[src/rtl/cacheline_burst_adaptor_pkg.sv]
`default_nettype none
// +--------------------------------------------------------------------------+
// | Package : cacheline_pkg                                                  |
// | Purpose : Shared types and elaboration helpers for the cache-line burst  |
// |           adaptor: burst FSM state encoding, beat count, byte-offset     |
// |           width and beat-index width derived from the line/bus widths.   |
// | Rev     : 1.0 - initial release                                          |
// +--------------------------------------------------------------------------+
package cacheline_pkg;

  typedef enum logic [1:0] {
    IDLE     = 2'd0,
    RD_BURST = 2'd1,
    WR_BURST = 2'd2,
    DONE     = 2'd3
  } burst_state_e;

  // Number of bus beats that make up one cache line.
  function automatic int beats_f(input int line_w, input int bus_w);
    return line_w / bus_w;
  endfunction

  // Width of the byte offset inside one cache line.
  function automatic int off_w_f(input int line_w);
    return $clog2(line_w / 8);
  endfunction

  // Width of the beat counter; kept at least 1 so a degenerate
  // configuration still elaborates far enough to report its error.
  function automatic int beat_idx_w_f(input int line_w, input int bus_w);
    return (beats_f(line_w, bus_w) > 1) ? $clog2(beats_f(line_w, bus_w)) : 1;
  endfunction

endpackage : cacheline_pkg
`default_nettype wire

[src/rtl/cacheline_burst_adaptor_line_beat_buffer.sv]
`default_nettype none
// +--------------------------------------------------------------------------+
// | Module  : line_beat_buffer                                               |
// | Purpose : One cache-line register that is loaded either as a whole line  |
// |           or one bus-wide beat at a time, and read back either as a      |
// |           whole line or as the beat selected by beat_idx.                |
// | Ports   : clk, rst        - clock, synchronous active-high reset         |
// |           load_line       - capture line_in into the register            |
// |           line_in         - full line to capture                         |
// |           load_beat       - capture beat_in into slice beat_idx          |
// |           beat_idx        - beat slice selected for load and readout     |
// |           beat_in         - beat to capture                              |
// |           beat_out        - slice beat_idx of the register               |
// |           line_out        - whole register                               |
// | Rev     : 1.0 - initial release                                          |
// +--------------------------------------------------------------------------+
module line_beat_buffer
  import cacheline_pkg::*;
#(
  parameter int LINE_W = 256,
  parameter int BUS_W  = 64,
  parameter int IDX_W  = beat_idx_w_f(LINE_W, BUS_W)
) (
  input  logic              clk,
  input  logic              rst,
  input  logic              load_line,
  input  logic [LINE_W-1:0] line_in,
  input  logic              load_beat,
  input  logic [IDX_W-1:0]  beat_idx,
  input  logic [BUS_W-1:0]  beat_in,
  output logic [BUS_W-1:0]  beat_out,
  output logic [LINE_W-1:0] line_out
);

  localparam int BEATS = beats_f(LINE_W, BUS_W);

  logic [LINE_W-1:0] line_q;
  logic [LINE_W-1:0] line_d;

  // A whole-line load takes priority over a beat load.
  always_comb begin
    line_d = line_q;
    if (load_line) begin
      line_d = line_in;
    end else if (load_beat) begin
      for (int i = 0; i < BEATS; i++) begin
        if (beat_idx == IDX_W'(i)) begin
          line_d[i*BUS_W +: BUS_W] = beat_in;
        end
      end
    end
  end

  always_ff @(posedge clk) begin
    if (rst) begin
      line_q <= '0;
    end else begin
      line_q <= line_d;
    end
  end

  always_comb begin
    beat_out = '0;
    for (int i = 0; i < BEATS; i++) begin
      if (beat_idx == IDX_W'(i)) begin
        beat_out = line_q[i*BUS_W +: BUS_W];
      end
    end
  end

  assign line_out = line_q;

endmodule : line_beat_buffer
`default_nettype wire

[src/rtl/cacheline_burst_adaptor.sv]
`default_nettype none
// +--------------------------------------------------------------------------+
// | Module  : cacheline_burst_adaptor                                        |
// | Purpose : Bridges a cache controller's full-line port to a narrow burst  |
// |           memory port. A line read is assembled from BEATS bus beats and |
// |           a line write is split into BEATS beats, lowest word first, at  |
// |           a line-aligned burst address.                                  |
// | Ports   : clk, rst                   - clock, sync active-high reset     |
// |           ca_address/ca_read/ca_write/ca_wdata - cache-side request      |
// |           ca_rdata/ca_resp           - assembled line, completion pulse  |
// |           pm_address/pm_read/pm_write/pm_wdata - memory burst request    |
// |           pm_rdata/pm_resp           - memory beat data, beat handshake  |
// | Rev     : 1.0 - initial release                                          |
// +--------------------------------------------------------------------------+
module cacheline_burst_adaptor
  import cacheline_pkg::*;
#(
  parameter int LINE_W = 256,
  parameter int BUS_W  = 64,
  parameter int ADDR_W = 32
) (
  input  logic              clk,
  input  logic              rst,
  input  logic [ADDR_W-1:0] ca_address,
  input  logic              ca_read,
  input  logic              ca_write,
  input  logic [LINE_W-1:0] ca_wdata,
  output logic [LINE_W-1:0] ca_rdata,
  output logic              ca_resp,
  output logic [ADDR_W-1:0] pm_address,
  output logic              pm_read,
  output logic              pm_write,
  output logic [BUS_W-1:0]  pm_wdata,
  input  logic [BUS_W-1:0]  pm_rdata,
  input  logic              pm_resp
);

  localparam int BEATS  = beats_f(LINE_W, BUS_W);
  localparam int OFF_W  = off_w_f(LINE_W);
  localparam int BEAT_W = beat_idx_w_f(LINE_W, BUS_W);
  localparam logic [BEAT_W-1:0] LAST_BEAT = BEAT_W'(BEATS - 1);

  if ((LINE_W % BUS_W) != 0 || BEATS < 2) begin : g_bad_params
    $error("cacheline_burst_adaptor: LINE_W must be a multiple of BUS_W with at least 2 beats");
  end

  burst_state_e      state_q, state_d;
  logic [BEAT_W-1:0] beat_q, beat_d;
  logic [ADDR_W-1:0] pm_address_q, pm_address_d;

  logic              load_line;
  logic              load_beat;
  logic [BUS_W-1:0]  beat_data;

  // The byte offset within the line never reaches the memory port.
  logic unused_offset_bits;
  assign unused_offset_bits = ^ca_address[OFF_W-1:0];

  line_beat_buffer #(
    .LINE_W (LINE_W),
    .BUS_W  (BUS_W)
  ) u_buffer (
    .clk       (clk),
    .rst       (rst),
    .load_line (load_line),
    .line_in   (ca_wdata),
    .load_beat (load_beat),
    .beat_idx  (beat_q),
    .beat_in   (pm_rdata),
    .beat_out  (beat_data),
    .line_out  (ca_rdata)
  );

  // State register.
  always_ff @(posedge clk) begin
    if (rst) begin
      state_q      <= IDLE;
      beat_q       <= '0;
      pm_address_q <= '0;
    end else begin
      state_q      <= state_d;
      beat_q       <= beat_d;
      pm_address_q <= pm_address_d;
    end
  end

  // Next-state logic. pm_resp only matters inside a burst; the request
  // lines only matter in IDLE, so a request still held during DONE
  // cannot start a second burst.
  always_comb begin
    state_d      = state_q;
    beat_d       = beat_q;
    pm_address_d = pm_address_q;
    load_line    = 1'b0;
    load_beat    = 1'b0;
    case (state_q)
      IDLE: begin
        if (ca_write || ca_read) begin
          state_d      = ca_write ? WR_BURST : RD_BURST;
          pm_address_d = {ca_address[ADDR_W-1:OFF_W], {OFF_W{1'b0}}};
          beat_d       = '0;
          load_line    = 1'b1;
        end
      end
      RD_BURST, WR_BURST: begin
        if (pm_resp) begin
          load_beat = (state_q == RD_BURST);
          if (beat_q == LAST_BEAT) begin
            beat_d  = '0;
            state_d = DONE;
          end else begin
            beat_d = beat_q + BEAT_W'(1);
          end
        end
      end
      DONE: begin
        state_d = IDLE;
      end
      default: begin
        state_d = IDLE;
        beat_d  = '0;
      end
    endcase
  end

  // Outputs, decoded from the current state only.
  always_comb begin
    ca_resp  = (state_q == DONE);
    pm_read  = (state_q == RD_BURST);
    pm_write = (state_q == WR_BURST);
    pm_wdata = (state_q == WR_BURST) ? beat_data : '0;
  end

  assign pm_address = pm_address_q;

endmodule : cacheline_burst_adaptor
`default_nettype wire
[config.mk]
export PLATFORM = sky130hd
export DESIGN_NAME = cacheline_burst_adaptor
export DESIGN_NICKNAME = d
export VERILOG_FILES = /design/src/rtl/cacheline_burst_adaptor_pkg.sv /design/src/rtl/cacheline_burst_adaptor_line_beat_buffer.sv /design/src/rtl/cacheline_burst_adaptor.sv
export SDC_FILE = /design/constraint.sdc
export NUM_CORES = 1
export LEC_CHECK = 0
export CORE_AREA = 2 2 275 277
export CTS_BUF_LIST = sky130_fd_sc_hd__clkbuf_4 sky130_fd_sc_hd__clkbuf_8 sky130_fd_sc_hd__clkbuf_16
export DETAILED_ROUTE_END_ITERATION = 10
export DIE_AREA = 0 0 277 279
export DONT_BUFFER_PORTS = 1
export SETUP_SLACK_MARGIN = 0.3
export SYNTH_ARGS = -nofsm -noshare
export SYNTH_HDL_FRONTEND = slang
export SYNTH_HIERARCHICAL = 1
export SYNTH_SLANG_ARGS = --single-unit
export TNS_END_PERCENT = 50
[constraint.sdc]
create_clock -name clk -period 3.98 [get_ports clk]
set_clock_uncertainty 0.05 [all_clocks]
set_input_delay 0.796 -clock clk [delete_from_list [all_inputs] [get_ports clk]]
set_output_delay 0.796 -clock clk [all_outputs]
set_load 0.02 [all_outputs]
==> metrics.yaml, run 1 <==
status:
  status: "finished clean"
setup_path:
  reg2regPathDepth: 7
  worstSetupStartpointType: "register"
  worstPathRequired_ns: 3.13
  rr_endpoint: "u_buffer/line_out[163]"
  rr_startpoint: "state_q[0]"
  critPathCaptureType: "primary output"
  cp.arrival_ns: 2.61
  crit_fanout: 24
  critical_path_class: "reg2out"
  rrSetupSlack_ns: 0.92
sta:
  fmax_ghz: 0.290
  worst_slew_pin_slew_ns: 0.937
  maxSlewViolCount: 0
  hold_violations: 0
  grt_setup_unrepaired: "no"
  finalCriticalPeriod_ns: 3.45
  setup_tns_ns: 0
  min_period_over_period_pct: 86.8
  slew_headroom_pct: 37.5
  setup_violations: 0
synth:
  syn_area_um2: 15200
  seq_area_frac_synth_pct: 37.9
  synth_cell_types: 36
  yosysWarnings: 6
  netlist_instances: 1736
  synth_top_cell_by_area: "dfxtp_1"
  yosysTopAreaCellShare_pct: 37.9
  synth.area.top_cells: "dfxtp_1, a221oi_1, mux4_2"
  ys_seq_elements: 287
  syn_avg_cell_area_um2: 8.74
route:
  route.detailed.drc: 0
  vias: 13626
  drt_iter0_markers: 1027
  wl_per_cell_um: 24.5
  antenna_left: 0
  viasPerCell: 5.18
  firstDrtPassIters: 8
  wirelength_mm: 64.5
floorplanning:
  dieArea_um2: 77300
  start_util_pct: 20.5
  rows: 100
  coreArea_um2: 74100
  die_y_um: 279
  die_w_um: 277
  num_io_pins: 712
power:
  seq_power_share_pct: 43.1
  p_per_area_nw_per_um2: 842
  switchingPower_mw: 6.41
  p_comb_share_pct: 33.2
  ir_drop_v: 0.000795
  swShare_pct: 44.8
  leakage_nw: 6.87
  clockPowerShare_pct: 23.8
  p_int_mw: 7.90
cells_and_area:
  fin_cells: 2629
  drive_gt1_share_pct: 14.4
  area_delta_synth_final_pct: 12.0
  nets: 1999
worst_hold_path:
  min_to: "pm_address[18]"
  hp-class: "in2reg"
  min_from: "rst"
  hold_depth: 1
clocking:
  clk_pin_slew_worst_paths_ns: 0.06
  cts_tree: "done"
  clk_latency_ns: 0.54
  cts-root-buf: "clkbuf_16"
  htreeDepth: 2
  cts.sinks: 287
  cts_hold_buf: 0
  cts_setup_buffers: 0
  cts_resized: 0
  ctsLongestPathBuffers: 3
  cts-buffers-inserted: 35
grt:
  grt_max_degree: 291
  track_usage_pct: 15.5
  grt_pass1_wl_mm: 91.3
  antenna_found_initial: 5
  grt_pass1_vias: 13224
  grt-ovfl-total: 0
place:
  portBuffers: 0
  place_inst: 2568
  place_congestion: 0.824
  dp_hpwl_mm: 44.2
job:
  maxCapViolCount: 0
-- metal layers --
| layer | vias to the layer above | GRT usage [%] | share of wire, % |
|---|---|---|---|
| met5 | - | 0 | 0.034 |
| met4 | 4 | 7.93 | 4.5 |
| met3 | 142 | 5.50 | 11 |
| met2 | 885 | 25.6 | 47 |
| met1 | 6681 | 17.8 | 37 |
| li1 | 5914 | - | - |
-- power groups by stage --
stage               clock (mW)  combinational (mW)  sequential [mW]
floorplan                    0                3.98             5.58
global placement             0                4.58             6.22
detailed placement           0                4.69             6.23
CTS                       3.49                4.71             6.17
global route              3.59                5.18             6.27
finish                    3.40                4.75             6.17
-- Yosys cell counts, drive strengths merged --
cell,instances
or2b,1
nand2,312
dfxtp,287
inv,259
and2,64
mux4,64
mux2i,3
nor2,1
o31ai,1
or3b,1
or4,1
nand2b,1
a211o,1
clkbuf,71
o21ai,3
o41ai,1
nand3b,2
a21oi,285
nand3,1
nor3b,2
and3,2
a221oi,256
buf,106
ha,6
conb,1
a2111o,1
nor2b,1
and3b,2
-- area by class of cell --
cell class	instances	area (µm²)
antenna	3	7.51
clock buffer	47	1030
clock inverter	11	164
fill	8066	57100
inverter	259	980
multi-input combinational	1017	7430
sequential	287	5750
tap	969	1210
timing repair buffer	36	420
-- worst max path at each step --
stage                     startpoint                     end  slack (ns)  cells past startpoint
after floorplan            beat_q[1]            pm_wdata[52]        1.57                      5
final                      beat_q[0]            pm_wdata[23]        0.53                      3
after global routing       beat_q[0]            pm_wdata[23]        0.39                      3
after detailed placement  state_q[0]  u_buffer/line_out[163]        0.91                      7
after CTS                  beat_q[0]            pm_wdata[23]        0.46                      3
after global placement    state_q[0]  u_buffer/line_out[179]        0.94                      7
-- critical path: stages, from the launching register on --
cell and delay, ns:
dfxtp_4 0.68, buf_4 0.48, mux4_2 0.60, and2_1 0.26
-- registers in the layout, summed over array words and instances (netlist names) --
signal / flops
u_buffer/line_out: 256
pm_address: 27
beat_q: 2
state_q: 2
-- metrics by stage --
stage	utilization [%]	area [µm²]	worst slack [ns]	hold WS [ns]	power, mW
after floorplan	-	15200	1.57	0.433	9.57
after global placement	21.3	15800	0.936	0.462	10.8
after detailed placement	21.3	15800	0.906	0.471	10.9
after CTS	22.9	17000	0.456	0.236	14.4
after global routing	22.9	17000	0.392	0.240	15.0
final	22.9	17000	0.526	0.271	14.3
-- placed cells by master (no fill, tap or decap), drive strengths merged, types with 2 or more instances in the layout --
master and count:
nand2 312, clkbuf 47, mux4 64, clkinvlp 2, dfxtp 287, nor3b 2
mux2i 3, a21oi 285, inv 260, and2 64, and3b 2, ha 6
conb 5, and3 2, bufinv 4, nand3b 2, a221oi 256, diode 3
clkinv 4, o21ai 3, buf 36
-- kinds of logic after synthesis --
group                      count (synthesis)  share of synthesized area (%)
DFF                                      287                           37.9
and+or+nand+nor                          391                           11.1
muxes                                     67                           9.70
AOI/OAI and AO/OA                        548                           27.3
adders and majority gates                  6                          0.495
other                                      1                         0.0247
buffers and inverters                    436                           13.4
No activity file was read; power rests on OpenSTA's default activity.
==> run 2: changes to the inputs <==
--- a/config.mk
+++ b/config.mk
@@ -10,6 +10,8 @@
 export DETAILED_ROUTE_END_ITERATION = 10
 export DIE_AREA = 0 0 277 279
 export DONT_BUFFER_PORTS = 1
+export GPL_ROUTABILITY_DRIVEN = 0
+export REMOVE_ABC_BUFFERS = 1
 export SETUP_SLACK_MARGIN = 0.3
 export SYNTH_ARGS = -nofsm -noshare
 export SYNTH_HDL_FRONTEND = slang
==> run 2 against run 1 <==
Against the previous run: cell count hardly changed; largest power group unchanged; wire length is 1.4% lower; hold slack better by 0.0035 ns; utilization is 0.086 points lower; fmax is 0.13% higher; die area stayed put; critical path depth stayed put.
==> metrics.yaml, run 2 (synthesis gave the netlist of run 1 again) <==
clocking:
  cts_tree: "done"  # unchanged
  cts_resized: 0  # unchanged
  cts_setup_buffers: 0  # unchanged
  cts.sinks: 287  # unchanged
  htreeDepth: 2  # unchanged
  ctsLongestPathBuffers: 3  # unchanged
  clk_pin_slew_worst_paths_ns: 0.06  # about the same
  cts_hold_buf: 0  # unchanged
  cts-root-buf: "clkbuf_16"  # unchanged
  clk_latency_ns: 0.53  # was 0.54 ns
  cts-buffers-inserted: 35  # unchanged
setup_path:
  crit_fanout: 36  # was 24
  cp_slowest_cell: "dfxtp_4"  # unchanged
  worstPathRequired_ns: 3.13  # about the same
  critical-path-max-stage-delay_ns: 0.85  # was 0.68 ns
  critical_path_buf_inv_count: 1  # unchanged
  critPathTopFamily: "flip-flops"  # unchanged
  path_cells: "buf_4 -> mux4_2 -> and2_1"  # unchanged
  critPathCaptureType: "primary output"  # unchanged
  rr_startpoint: "state_q[0]"  # unchanged
  cp.arrival_ns: 2.60  # was 2.61 ns
  crit_start: "beat_q[1]"  # was beat_q[0]
  worstSetupStartpointType: "register"  # unchanged
  critical_path_class: "reg2out"  # unchanged
route:
  firstDrtPassIters: 5  # was 8
  route.detailed.drc: 0  # unchanged
  antenna_left: 0  # unchanged
  wl_per_cell_um: 24.2  # was 24.5 µm
  drt_iter0_markers: 1159  # was 1027
  vias: 13608  # was 13626
  viasPerCell: 5.18  # about the same
  wirelength_mm: 63.6  # was 64.5 mm
sta:
  worst_hold_slack_ns: 0.274  # was 0.271 ns
  maxSlewViolCount: 0  # unchanged
  fmax_ghz: 0.290  # about the same
  grt_setup_unrepaired: "no"  # unchanged
  finalCriticalPeriod_ns: 3.45  # about the same
  worst_slack_ns: 0.531  # was 0.526 ns
  setup_violations: 0  # unchanged
  worst_slew_pin_slew_ns: 1.03  # was 0.937 ns
  min_period_over_period_pct: 86.7  # was 86.8%
  setup_tns_ns: 0  # unchanged
  hold_violations: 0  # unchanged
  slew_headroom_pct: 31.4  # was 37.5%
floorplanning:
  rows: 100  # unchanged
  dieArea_um2: 77300  # unchanged
  start_util_pct: 20.5  # unchanged
  die_y_um: 279  # unchanged
  coreArea_um2: 74100  # unchanged
  num_io_pins: 712  # unchanged
  die_w_um: 277  # unchanged
power:
  p_per_area_nw_per_um2: 838  # was 842 nW/µm²
  p_total_mw: 14.2  # was 14.3 mW
  ir_drop_v: 0.000436  # was 0.000795 V
  leakage_nw: 6.83  # was 6.87 nW
worst_hold_path:
  hp-class: "in2reg"  # unchanged
  min_from: "rst"  # unchanged
status:
  status: "finished clean"  # unchanged
cells_and_area:
  regArea_um2: 5750  # unchanged
  largest_register_ffs: 256  # unchanged
  area_delta_synth_final_pct: 11.6  # was 12.0%
  layout_common_cells: "nand2_1, dfxtp_1, a21oi_1, inv_1, a221oi_1"  # unchanged
  multiInputGateArea_um2: 7440  # was 7430 µm²
  layout_commonest_cell: "nand2_1"  # unchanged
  fin_cells: 2628  # was 2629
  fill_cells: 8052  # was 8066
  nets: 1997  # was 1999
  fin_util_pct: 22.9  # about the same
  drive_gt1_share_pct: 14.3  # was 14.4%
  final_area_um2: 16900  # was 17000 µm²
grt:
  antenna_found_initial: 0  # was 5
  grt_pass1_vias: 13381  # was 13224
  grt_max_degree: 291  # unchanged
  grt-ovfl-total: 0  # unchanged
  track_usage_pct: 15.3  # was 15.5%
  grt_pass1_wl_mm: 90.1  # was 91.3 mm
place:
  place_inst: 2566  # was 2568
  dp_hpwl_mm: 43.7  # was 44.2 mm
  post-place-ws_ns: 1.05  # was 0.906 ns
  portBuffers: 0  # unchanged
  placed_cell_area_um2: 15800  # about the same
job:
  maxCapViolCount: 0  # unchanged
## run 2: cell count changes in the layout (fill, tap and decap cells not counted), sizes merged
cell | previous run | this run
bufinv | 4 | 1
buf | 36 | 34
clkbuf | 47 | 48
inv | 260 | 261
diode | 3 | 1
clkinv | 4 | 8
## run 2: metal layers
metal / wire (µm) / up-vias / share of wire, % / GRT usage, %
met5: 0 / - / 0 / 0
met4: 2560 / 0 / 4.0 / 7.00
met3: 6620 / 130 / 10 / 4.82
met2: 30300 / 910 / 48 / 25.3
met1: 24100 / 6652 / 38 / 18.0
li1: - / 5916 / - / -
## run 2: where the power goes
group	leakage (nW)	switching [mW]	internal (mW)
registers	2.39	2.32	3.84
clock network	0.565	1.35	1.89
logic	3.88	2.79	2.00
## run 2: worst paths after layout
kind                            endpoint  slack (ns)  cells past startpoint
setup / recovery            pm_wdata[61]        0.53                      3
hold reg to reg               state_q[0]        0.47                      2
setup reg to reg  u_buffer/line_out[100]        0.98                      7
hold / removal    u_buffer/line_out[221]        0.27                      1
## run 2: worst register-to-register path: cells and delay by family, from the launching register on
| family | cells | cell delay [ns] |
|---|---|---|
| AO/OA/AOI/OAI | 2 | 0.54 |
| adder cells (fa/ha/maj) | 1 | 0.43 |
| buffers and inverters | 2 | 0.42 |
| flip-flops | 1 | 0.38 |
| AND/OR/NAND/NOR | 2 | 1.08 |
## run 2: layout make-up
type / count / area share, %
diodes: 1 / 0.0148
multi-input cells: 1017 / 44.0
well taps: 969 / 7.16
repair buffers: 34 / 2.39
clock buffers: 48 / 6.10
inverters: 259 / 5.79
clock inverters: 13 / 0.606
flip-flops and latches: 287 / 34.0
==> run 3: changes to the inputs <==
--- a/config.mk
+++ b/config.mk
@@ -5,10 +5,10 @@
 export SDC_FILE = /design/constraint.sdc
 export NUM_CORES = 1
 export LEC_CHECK = 0
-export CORE_AREA = 2 2 275 277
+export CORE_AREA = 2 2 273 275
 export CTS_BUF_LIST = sky130_fd_sc_hd__clkbuf_4 sky130_fd_sc_hd__clkbuf_8 sky130_fd_sc_hd__clkbuf_16
 export DETAILED_ROUTE_END_ITERATION = 10
-export DIE_AREA = 0 0 277 279
+export DIE_AREA = 0 0 275 277
 export DONT_BUFFER_PORTS = 1
 export GPL_ROUTABILITY_DRIVEN = 0
 export REMOVE_ABC_BUFFERS = 1
==> run 3 against run 2 <==
Against the previous run: first-iteration DRC count is 11% lower; sequential power is 0.8% higher; non-clock buffer count is 9 higher; critical path depth stayed put; setup slack better by 0.022 ns; register-to-register slack hardly changed; fmax is 0.65% higher; flip-flop and latch count stayed put; power is 0.72% higher; combinational power hardly changed; utilization is 0.32 points higher; wire length is 1.0% higher; critical path type unchanged.
==> metrics.yaml, run 3 (synthesis gave the netlist of run 1 again) <==
status:
  status: "finished clean"  # unchanged
floorplanning:
  coreArea_um2: 73600  # was 74100 µm²
  die_y_um: 277  # was 279 µm
  die_w_um: 275  # was 277 µm
  rows: 100  # unchanged
  start_util_pct: 20.6  # was 20.5%
  dieArea_um2: 76200  # was 77300 µm²
  num_io_pins: 712  # unchanged
place:
  dp_hpwl_mm: 44.8  # was 43.7 mm
  placed_cell_area_um2: 15900  # was 15800 µm²
  place_inst: 2575  # was 2566
  portBuffers: 0  # unchanged
sta:
  maxSlewViolCount: 0  # unchanged
  setup_violations: 0  # unchanged
  finalCriticalPeriod_ns: 3.43  # was 3.45 ns
  slew_headroom_pct: 28.0  # was 31.4%
  hold_violations: 0  # unchanged
  fmax_ghz: 0.292  # was 0.290 GHz
  min_period_over_period_pct: 86.1  # was 86.7%
  setup_tns_ns: 0  # unchanged
  worst_slew_pin_slew_ns: 1.08  # was 1.03 ns
  grt_setup_unrepaired: "no"  # unchanged
setup_path:
  critical-path-max-stage-delay_ns: 0.78  # was 0.85 ns
  cp.arrival_ns: 2.58  # was 2.60 ns
  worstPathRequired_ns: 3.13  # about the same
  critical_path_class: "reg2out"  # unchanged
  path_cells: "buf_4 -> mux4_2 -> and2_1"  # unchanged
  cp_slowest_cell: "dfxtp_4"  # unchanged
  critPathCaptureType: "primary output"  # unchanged
  crit_fanout: 31  # was 36
  worstSetupStartpointType: "register"  # unchanged
grt:
  grt-ovfl-total: 0  # unchanged
  grt_max_degree: 291  # unchanged
  track_usage_pct: 15.6  # was 15.3%
  antenna_found_initial: 9  # was 0
  grt_pass1_wl_mm: 89.5  # was 90.1 mm
  grt_pass1_vias: 13074  # was 13381
cells_and_area:
  fin_cells: 2640  # was 2628
  final_area_um2: 17100  # was 16900 µm²
  area_delta_synth_final_pct: 12.4  # was 11.6%
  largest_register_ffs: 256  # unchanged
  drive_gt1_share_pct: 14.9  # was 14.3%
  nets: 2006  # was 1997
  layout_commonest_cell: "nand2_1"  # unchanged
  layout_common_cells: "nand2_1, dfxtp_1, a21oi_1, inv_1, a221oi_1"  # unchanged
route:
  drt_iter0_markers: 1029  # was 1159
  route.detailed.drc: 0  # unchanged
  viasPerCell: 5.13  # was 5.18
  antenna_left: 0  # unchanged
  firstDrtPassIters: 5  # unchanged
  vias: 13537  # was 13608
  wirelength_mm: 64.3  # was 63.6 mm
  wl_per_cell_um: 24.3  # was 24.2 µm
clocking:
  cts_tree: "done"  # unchanged
  cts-root-buf: "clkbuf_16"  # unchanged
  cts_resized: 0  # unchanged
  cts.sinks: 287  # unchanged
  cts_hold_buf: 0  # unchanged
  cts_setup_buffers: 0  # unchanged
  htreeDepth: 2  # unchanged
  ctsLongestPathBuffers: 3  # unchanged
  cts-buffers-inserted: 35  # unchanged
  clk_pin_slew_worst_paths_ns: 0.06  # about the same
  clk_latency_ns: 0.53  # about the same
worst_hold_path:
  hp-class: "in2reg"  # unchanged
power:
  ir_drop_v: 0.000439  # was 0.000436 V
  p_per_area_nw_per_um2: 838  # about the same
  leakage_nw: 6.91  # was 6.83 nW
job:
  maxCapViolCount: 0  # unchanged
==> run 3: cell count changes in the layout (fill, tap and decap cells not counted), sizes merged <==
cell / before / now
clkinvlp: 2 / 0
diode: 1 / 5
clkbuf: 48 / 55
clkinv: 8 / 2
buf: 34 / 43
==> run 3: per-layer routing <==
layer / vias to the layer above / wire length (µm) / track usage [%] / share of wire [%]
met5: - / 40 / 0 / 0.062
met1: 6577 / 23400 / 17.4 / 36
met2: 866 / 30400 / 25.7 / 47
met3: 145 / 7430 / 6.23 / 12
met4: 6 / 3010 / 7.57 / 4.7
li1: 5943 / - / - / -
==> run 3: layout make-up <==
class | count | area (µm²)
multi-input combinational | 1017 | 7440
clock inverter | 5 | 57.6
tap | 969 | 1210
timing repair buffer | 43 | 485
sequential | 287 | 5750
fill | 7972 | 56500
clock buffer | 55 | 1110
antenna | 5 | 12.5
inverter | 259 | 980
==> run 3: worst paths after layout <==
| path | start | to | slack, ns | cells after the start |
|---|---|---|---|---|
| worst max-delay path | beat_q[0] | pm_wdata[18] | 0.55 | 3 |
| worst min-delay path | rst | pm_address[20] | 0.28 | 1 |
| worst max register to register | state_q[0] | u_buffer/line_out[124] | 0.99 | 7 |
| worst min register to register | state_q[0] | state_q[0] | 0.47 | 2 |
==> run 3: worst max-delay path: cells and delay by family (launching register included) <==
kind | cells | cell delay (ns)
buf+inv | 1 | 0.43
simple gates | 1 | 0.26
mux | 1 | 0.55
flops | 1 | 0.78
==> run 3: power breakdown <==
part	leakage, nW	total (mW)	switching (mW)	internal (mW)
clock network	0.592	3.31	1.32	1.98
logic	3.93	4.76	2.72	2.05
registers	2.39	6.21	2.38	3.84
==> run 3: stage by stage <==
stage | power [mW] | hold WS (ns) | setup WS [ns] | util (%)
after detailed placement | 11.0 | 0.471 | 0.978 | 21.6
final | 14.3 | 0.279 | 0.553 | 23.2
after CTS | 14.3 | 0.249 | 0.473 | 23.2
after global placement | 10.9 | 0.459 | 1.04 | 21.6
after floorplan | 9.18 | 0.432 | -2.59 | -
after global routing | 15.0 | 0.243 | 0.405 | 23.2
